### src/rtl/sync_rr_arb_merge.sv
// N-to-1 rotating-priority merge with burst lock into a one-entry registered output stage.
// Latency 1 cycle, full throughput; no o_free while the output word is held and downstream is not ready.
module sync_rr_arb_merge #(
    parameter int NUM_REQ   = 4,
    parameter int DATA_W    = 32,
    parameter int MAX_BURST = 4
) (
    input  logic                        clk,
    input  logic                        rst,
    input  logic [NUM_REQ-1:0]          i_drive,
    input  logic [NUM_REQ*DATA_W-1:0]   i_data,
    output logic [NUM_REQ-1:0]          o_free,
    output logic                        o_driveNext,
    output logic [DATA_W-1:0]           o_data,
    output logic [$clog2(NUM_REQ)-1:0]  o_grant_id,
    input  logic                        i_freeNext,
    output logic                        o_busy
);
    localparam int IDW = $clog2(NUM_REQ);
    localparam int CW  = $clog2(MAX_BURST + 1);

    typedef enum logic {ST_ARB, ST_BURST} state_t;

    state_t            state_q, state_d;
    logic [IDW-1:0]    ptr_q, ptr_d;
    logic [CW-1:0]     cnt_q, cnt_d;
    logic              vld_q;
    logic [DATA_W-1:0] dat_q;
    logic [IDW-1:0]    id_q;

    logic              slot_avail;
    logic              owner_req;
    logic              arb_hit;
    logic [IDW-1:0]    arb_idx;
    logic [IDW-1:0]    sel_idx;
    logic              any_req;
    logic              grant;
    logic [DATA_W-1:0] sel_dat;

    assign slot_avail = ~vld_q | i_freeNext;
    assign owner_req  = (state_q == ST_BURST) & i_drive[ptr_q];

    // Circular search starting one past the last owner.
    always_comb begin
        arb_hit = 1'b0;
        arb_idx = '0;
        for (int i = 1; i <= NUM_REQ; i++) begin
            if (!arb_hit && i_drive[(int'(ptr_q) + i) % NUM_REQ]) begin
                arb_hit = 1'b1;
                arb_idx = IDW'((int'(ptr_q) + i) % NUM_REQ);
            end
        end
    end

    assign sel_idx = owner_req ? ptr_q : arb_idx;
    assign any_req = owner_req | arb_hit;
    assign grant   = slot_avail & ~rst & any_req;

    always_comb begin
        sel_dat = '0;
        for (int k = 0; k < NUM_REQ; k++) begin
            if (IDW'(k) == sel_idx) begin
                sel_dat = i_data[k*DATA_W +: DATA_W];
            end
        end
    end

    // FSM: state register
    always_ff @(posedge clk) begin
        if (rst) begin
            state_q <= ST_ARB;
            ptr_q   <= IDW'(NUM_REQ - 1);
            cnt_q   <= '0;
        end else begin
            state_q <= state_d;
            ptr_q   <= ptr_d;
            cnt_q   <= cnt_d;
        end
    end

    // FSM: next state. Everything freezes while the output slot is blocked.
    always_comb begin
        state_d = state_q;
        ptr_d   = ptr_q;
        cnt_d   = cnt_q;
        if (slot_avail) begin
            if (!any_req) begin
                state_d = ST_ARB;
            end else if (owner_req) begin
                cnt_d = cnt_q + CW'(1);
                if (int'(cnt_q) + 1 == MAX_BURST) begin
                    state_d = ST_ARB;
                end
            end else begin
                ptr_d   = arb_idx;
                cnt_d   = CW'(1);
                state_d = (MAX_BURST > 1) ? ST_BURST : ST_ARB;
            end
        end
    end

    // FSM: outputs
    always_comb begin
        o_free = '0;
        if (grant) begin
            o_free[sel_idx] = 1'b1;
        end
    end

    always_ff @(posedge clk) begin
        if (rst) begin
            vld_q <= 1'b0;
            dat_q <= '0;
            id_q  <= '0;
        end else if (grant) begin
            vld_q <= 1'b1;
            dat_q <= sel_dat;
            id_q  <= sel_idx;
        end else if (i_freeNext) begin
            vld_q <= 1'b0;
        end
    end

    assign o_driveNext = vld_q;
    assign o_data      = dat_q;
    assign o_grant_id  = id_q;
    assign o_busy      = (state_q == ST_BURST) | vld_q;

    for (genvar k = 0; k < NUM_REQ; k++) begin : g_chk
        a_up_stable: assert property (@(posedge clk) disable iff (rst)
            (i_drive[k] && !o_free[k]) |=> (!i_drive[k] || $stable(i_data[k*DATA_W +: DATA_W])));
    end

endmodule

### config.mk
export PLATFORM = sky130hd
export DESIGN_NAME = sync_rr_arb_merge
export DESIGN_NICKNAME = d
export VERILOG_FILES = /design/src/rtl/sync_rr_arb_merge.sv
export SDC_FILE = /design/constraint.sdc
export NUM_CORES = 1
export LEC_CHECK = 0
export CELL_PAD_IN_SITES_DETAIL_PLACEMENT = 0
export CELL_PAD_IN_SITES_GLOBAL_PLACEMENT = 2
export CORE_MARGIN = 2
export CORE_UTILIZATION = 21
export DETAILED_ROUTE_END_ITERATION = 8
export GPL_TIMING_DRIVEN = 0
export PLACE_DENSITY_LB_ADDON = 0.1
export SLEW_MARGIN = 0
export SYNTH_ARGS = -nofsm -noshare
export SYNTH_HDL_FRONTEND = slang
export SYNTH_SLANG_ARGS = --single-unit
### constraint.sdc
create_clock -name clk -period 11.5 [get_ports clk]
set_input_delay 3.45 -clock clk [delete_from_list [all_inputs] [get_ports clk]]
set_output_delay 3.45 -clock clk [all_outputs]
set_load 0.005 [all_outputs]
==> impl_metrics.csv <==
group,metric,value,unit
status,status,"finished clean",
grt,antenna_found_initial,0,
yosys,syn_inst,321,
timing,rsz0062_at_grt,"no",
setup_path,worstSetupStartpointType,"input pin",
cts,clk_pin_slew,0.07,ns
place,dp.cells,667,
timing,setup_viol,0,
setup_path,critPathMaxStageDelay,0.51,ns
grt,grt_pass1_wl,17.54,mm
yosys,yosysTopAreaCellShare,28.96,%
worst_hold_path,hp-class,"reg -> reg",
detailed_routing,post_drt_wl_per_cell,16.95,microns
detailed_routing,drtIter0Drc,121,
place,routabilityCongestion,0.7444,
yosys,synth_most_common_cell,"mux2i_1",
final_layout,diodes,0,
run,maxCapViolations,0,
setup_path,crit_slowest_cell,"clkdlybuf4s50_1",
timing,post-route-period-util,83.42,%
pwr,seqPwrFrac,29.3,%
cts,insertion_delay,0.29,ns
final_layout,area_delta_synth_final,73.38,%
yosys,synth_xor_area_share,0,%
die,die_h,120.2,microns
die,die_area,14440,sq um
timing,fin_tns_setup,0,ns
cts,ctsRootBufferMaster,"clkbuf_16",
cts,cts_setup_buffers,0,
setup_path,crit_family,"buffers and inverters",
detailed_routing,wl,11.44,mm
setup_path,worstSetupPathType,"in -> out",
timing,fmax,104.2,MHz
grt,grt_max_degree,13,
yosys,yosys_warnings,0,
cts,cts_tree,"built",
yosys,syn_avg_cell_area,8.829,sq um
yosys,ys.flop_type,"dfxtp_1",
grt,grt_pass1_vias,3317,
detailed_routing,dr.pass1.iters,4,
die,die_w,120.2,microns
grt,overflow,0,
setup_path,setup.worst_path.start,"i_drive[2]",
timing,relSlewSlack,50.34,%
final_layout,nets,635,
yosys,syn-cell-area,2834,sq um
die,fp-row-count,42,
timing,worst_pin_slew,0.7421,ns
die,core_area,13190,sq um
yosys,synth_top_area_cell,"dfxtp_1",
place,place_area,4756,sq um
detailed_routing,dr_total_vias,3198,
cts,htree_levels,2,
setup_path,rr_startpoint,"ptr_q[0]",
setup_path,cpMostUsedCell,"nand2_1",
yosys,yosys-top-cells-area,"dfxtp_1, mux2i_1, o221ai_1, nand2_1, a2111oi_2",
pwr,max-vdd-ir-drop,51.52,uV
pwr,p_leak,1.879,nW
cts,cts_sinks,41,
pwr,sw_frac_of_total,32.89,%
cts,cts_resized,0,
setup_path,cp-end-kind,"primary output",
yosys,synthArstFlopShare,0,%
yosys,synth_edf_count,0,
yosys,synthAdderAreaFrac,0.8830,%
yosys,synth_cell_types,42,
pwr,power-per-cell-area,127.6,nW/um^2
pwr,p_comb_share,46.6,%
grt,grt_usage,15.52,%
yosys,synth_top_family_by_area,"compound AO/OA/AOI/OAI gates",
pwr,power_frac_clock,24.1,%
die,ios,175,
pwr,switching_power,0.2062,mW
cts,numCtsBuffers,5,
yosys,yosysSeqAreaShare,28.96,%
setup_path,required,8.05,ns
setup_path,critPathMaxFanout,10,
detailed_routing,vias_per_cell,4.738,
final_layout,layout.cells.non_filler,675,
final_layout,stdcell_area,4913,sq um
timing,min_period,9.594,ns
yosys,synthSimpleGateAreaFrac,14.30,%
place,io_buffer_count,170,
timing,final-max-slew-violation-count,0,
cts,cts_buffer_depth,2,
timing,hold_viol,0,
setup_path,worstPathArrival,6.14,ns
setup_path,path_buf_inv,4,
yosys,synth_compound_area_share,27.86,%
yosys,ys_ff_latch,41,
yosys,synth_nets,458,
die,start_util,21.49,%
final_layout,drive_gt1_share,10.02,%
final_layout,fin_util,37.25,%
detailed_routing,drc_errors,0,
timing,skew,0.008510,ns
yosys,synth.area.mux_share,22.16,%
yosys,synth_commonest_cells,"mux2i_1, dfxtp_1, nand2_1",
worst_hold_path,hold_start,"o_data[0]",
pwr,power.total,0.6268,mW
place,hpwl,8.863,mm
cts,hold_buffers,0,
pwr,intPower,0.4206,mW
detailed_routing,ant_nets,0,
setup_path,path_cells,"clkbuf_1 > mux2_2 > nand2_1 > o21bai_4 > a21boi_4 > buf_6 > nand2_1 > buf_2 > nor2_1 > clkdlybuf4s50_1",
-- worst reg2reg max path, delay by kind of cell (launching register included) --
kind	cells	cell delay, ns
and+or+nand+nor	2	0.50
DFF	1	0.43
muxes	1	0.36
buffers and inverters	2	0.47
AOI/OAI and AO/OA	3	0.81
-- final timing paths --
kind	end	cells after the start	slack, ns
setup reg to reg	o_data[25]	8	8.88
hold reg to reg	o_data[0]	2	0.46
hold / removal	o_data[0]	2	0.46
setup / recovery	o_free[0]	10	1.91
-- cells in the final DEF, fill, tap and decap left out, types with 6 or more instances in the layout --
cell,n
buf_2,16
a22oi_1,10
nor2_1,24
a2111oi_2,6
o21ai_0,6
mux2i_1,56
o22ai_1,9
mux2_2,6
o221ai_1,23
a211oi_1,12
nand2_1,30
nand3b_1,9
clkbuf_1,8
dfxtp_1,41
clkdlybuf4s50_1,170
a21oi_1,16
-- cell type report --
type / instances / area (sq um)
buffer: 29 / 150.1
clock buffer: 7 / 152.6
clock inverter: 1 / 5.005
fill: 1415 / 8277
inverter: 4 / 15.01
multi-input combinational: 247 / 1848
sequential: 41 / 820.8
tap: 176 / 220.2
timing repair buffer: 170 / 1702
-- power groups by stage --
stage | logic, mW | registers (mW) | clock network, mW
2_1_floorplan | 0.149 | 0.188 | 0
3_3_place_gp | 0.296 | 0.187 | 0
3_5_place_dp | 0.297 | 0.187 | 0
4_1_cts | 0.298 | 0.184 | 0.156
5_1_grt | 0.318 | 0.188 | 0.163
6_report | 0.292 | 0.184 | 0.151
-- registers in the layout (all words and copies together), names as in the netlist --
name and cells:
o_data 32, cnt_q 3, o_grant_id 2, ptr_q 2, o_driveNext 1, state_q 1
-- per-stage QoR --
stage          hold WS, ns  setup WS [ns]
3_5_place_dp        0.4505          1.881
6_report            0.4627          1.906
4_1_cts             0.4685          1.866
5_1_grt             0.4948          1.718
2_1_floorplan       0.4569          2.913
3_3_place_gp        0.4417          1.856
-- cell families after synthesis --
group,after synthesis
AO/OA/AOI/OAI,98
AND/OR/NAND/NOR,85
multiplexers,62
flip-flops,41
buffers and inverters,33
adder cells (fa/ha/maj),2
-- per-layer routing --
layer | wire length [microns] | global-route usage (%) | up-vias
met2 | 5584 | 26.07 | 106
met4 | 149 | 3.676 | 0
li1 | - | - | 1580
met1 | 4912 | 19.99 | 1501
met5 | 0 | 0 | -
met3 | 791 | 3.821 | 11
Power figures use the tool's default switching activity.
==> edit: new RTL, same settings <==
Make the reset (`rst`) asynchronous in 2 clocked blocks.
--- a/src/rtl/sync_rr_arb_merge.sv
+++ b/src/rtl/sync_rr_arb_merge.sv
@@ -66,7 +66,7 @@
     end
 
     // FSM: state register
-    always_ff @(posedge clk) begin
+    always_ff @(posedge clk or posedge rst) begin
         if (rst) begin
             state_q <= ST_ARB;
             ptr_q   <= IDW'(NUM_REQ - 1);
@@ -107,7 +107,7 @@
         end
     end
 
-    always_ff @(posedge clk) begin
+    always_ff @(posedge clk or posedge rst) begin
         if (rst) begin
             vld_q <= 1'b0;
             dat_q <= '0;
Formal check against the unedited RTL: differs if rst is asserted again (counterexample within 4 cycles, from zero or initial values and one cycle with rst high); with rst held inactive, the same outputs for 4 cycles.
==> edit against the unedited design <==
- worst setup slack lost 430 ps
- sequential cell count is the same
- fmax decreased by 4.3%
- routed wire length fell by 9.3%
- cell area up 0.74%
- synthesized area increased by 0.18%
- die area rose by 0.17%
- critical path type unchanged
- largest cell class unchanged
Power is not compared: it rests on default switching activity, and its combinational part moved more than twofold at a synthesized area within 25%.
==> edit: results (changes against the unedited design) <==
- Status: complete, no violations
- Worst min-delay path class: flop to flop
- Most common library cells after synthesis: mux2i_1, nand2_1, dfrtp_1
- First-pass GRT wire length: 15.92 mm (-9.2%)
- Reg-to-Reg End: o_data[13]
- Clock Tree Buf Depth: 2 (unchanged)
- Clk slew on worst S/H paths: 60 ps
- Post-CTS Setup Bufs: 0 (unchanged)
- Placed inst area: 4811 um^2 (+1.2%)
- Hold Path Stages: 2 (unchanged)
- Post-CTS sizing: 0 (unchanged)
- Slew HR: 65.68% (+15 points)
- Reg2reg start: ptr_q[0]
- Worst path top cell family by delay: buffers and inverters
- Leak Pwr: 2.014 nW
- Worst R2R Setup Slack: 8500 ps (-380 ps)
- Drt total wl: 10.38 mm (-9.3%)
- # fillers: 1358 (-4.0%)
- Number of global-route vias before repair: 2919 (-12%)
- Count of unique library cells instantiated by Yosys: 40 (-4.8%)
- Ys flop type: dfrtp_1
- GRT Total Usage: 14.15% (-1.4 points)
- Worst-Skew Late Latency: 280 ps
- CP Capture Point: o_free[1]
- Largest net degree at the start of global routing: 23 (+10)
- Drt pass-1 iters: 4 (unchanged)
- Clk_skew: 4.246 ps (-4.264 ps)
- Synth async-reset ratio: 100.0% (+100 points)
- Initial antenna violation count: 0 (unchanged)
- IO Port Bufs: 173 (+1.8%)
- Clock root cell: clkbuf_16
- Hpwl dp: 7.913 mm (-11%)
- Worst EP required: 8050 ps (about the same)
- CP max stage cell: clkdlybuf4s50_1
- GRT overflow: 0 (unchanged)
- ANT cells: 0 (unchanged)
- Synthesis warning total: 0 (unchanged)
- FF-to-FF path depth: 9 (+1)
- Max reg flops: 32 (unchanged)
- Net count after synthesis: 399 (-13%)
- Max FO, Critical Path: 10 (unchanged)
- Global placement routability congestion: 0.7193 (-3.4%)
- CTS buffer count: 5 (unchanged)
- Top post-synthesis cells by area: dfrtp_1, mux2i_1, o221ai_2
- Share of cells above drive strength 1: 13.29% (+3.3 points)
- Final nets: 580 (-8.7%)
- Post-synthesis sequential area ratio: 36.23% (+7.3 points)
- Via/cell ratio: 4.408 (-7.0%)
- 1st-iter DRT viols: 58 (-52%)
- Worst stage delay on the critical path: 570 ps (+60 ps)
- Critical Path Start: i_drive[2]
edit: layout make-up:
type | instances | share of cell area [%]
Tap cell | 176 | 4.449
Multi-Input combinational cell | 194 | 32.66
Clock inverter | 2 | 0.2022
Buffer | 22 | 3.539
Sequential cell | 41 | 20.78
Timing Repair Buffer | 174 | 35.39
Clock buffer | 6 | 2.604
Inverter | 5 | 0.3792
edit: cells by family after synthesis:
kind of cell | share of synthesized area, %
DFF | 36.23
adders and majority gates | 0.8813
buffers and inverters | 6.831
AOI/OAI and AO/OA | 19.70
muxes | 25.21
and+or+nand+nor | 11.15
edit: routing by layer:
| layer | GRT usage, % | vias up | part of all wire (%) |
|---|---|---|---|
| met5 | 0 | - | 0 |
| met4 | 3.052 | 0 | 0.79 |
| met3 | 4.151 | 7 | 8.0 |
| met2 | 23.69 | 106 | 47 |
| met1 | 18.10 | 1270 | 44 |
| li1 | - | 1350 | - |
edit: worst min-delay path: cells and delay by family, from the launching register on:
kind | cells | cell delay [ps]
simple gates | 2 | 110
flops | 1 | 350
edit: worst min-delay path by stage:
| stage | from | endpoint | slack, ps |
|---|---|---|---|
| 2_1_floorplan | o_grant_id[0] | o_grant_id[0] | 470 |
| 3_3_place_gp | o_grant_id[0] | o_grant_id[0] | 460 |
| 3_5_place_dp | o_grant_id[0] | o_grant_id[0] | 470 |
| 4_1_cts | o_grant_id[0] | o_grant_id[0] | 490 |
| 5_1_grt | o_data[19] | o_data[19] | 500 |
| 6_report | o_grant_id[0] | o_grant_id[0] | 490 |
edit: power breakdown:
group          total [mW]  leakage (nW)  switching, mW  internal [mW]
clock               0.138        0.0706         0.0581         0.0798
sequential          0.250         0.500         0.0363          0.214
combinational       0.669          1.44          0.306          0.363
total                1.06          2.01          0.400          0.657
edit: per-stage QoR:
| step | cells | worst slack, ps | utilization, % |
|---|---|---|---|
| 2_1_floorplan | 262 | 2666 | - |
| 3_3_place_gp | 611 | 1447 | 36.18 |
| 3_5_place_dp | 612 | 1413 | 36.33 |
| 4_1_cts | 620 | 1416 | 37.38 |
| 5_1_grt | 620 | 1260 | 37.38 |
| 6_report | 620 | 1479 | 37.38 |
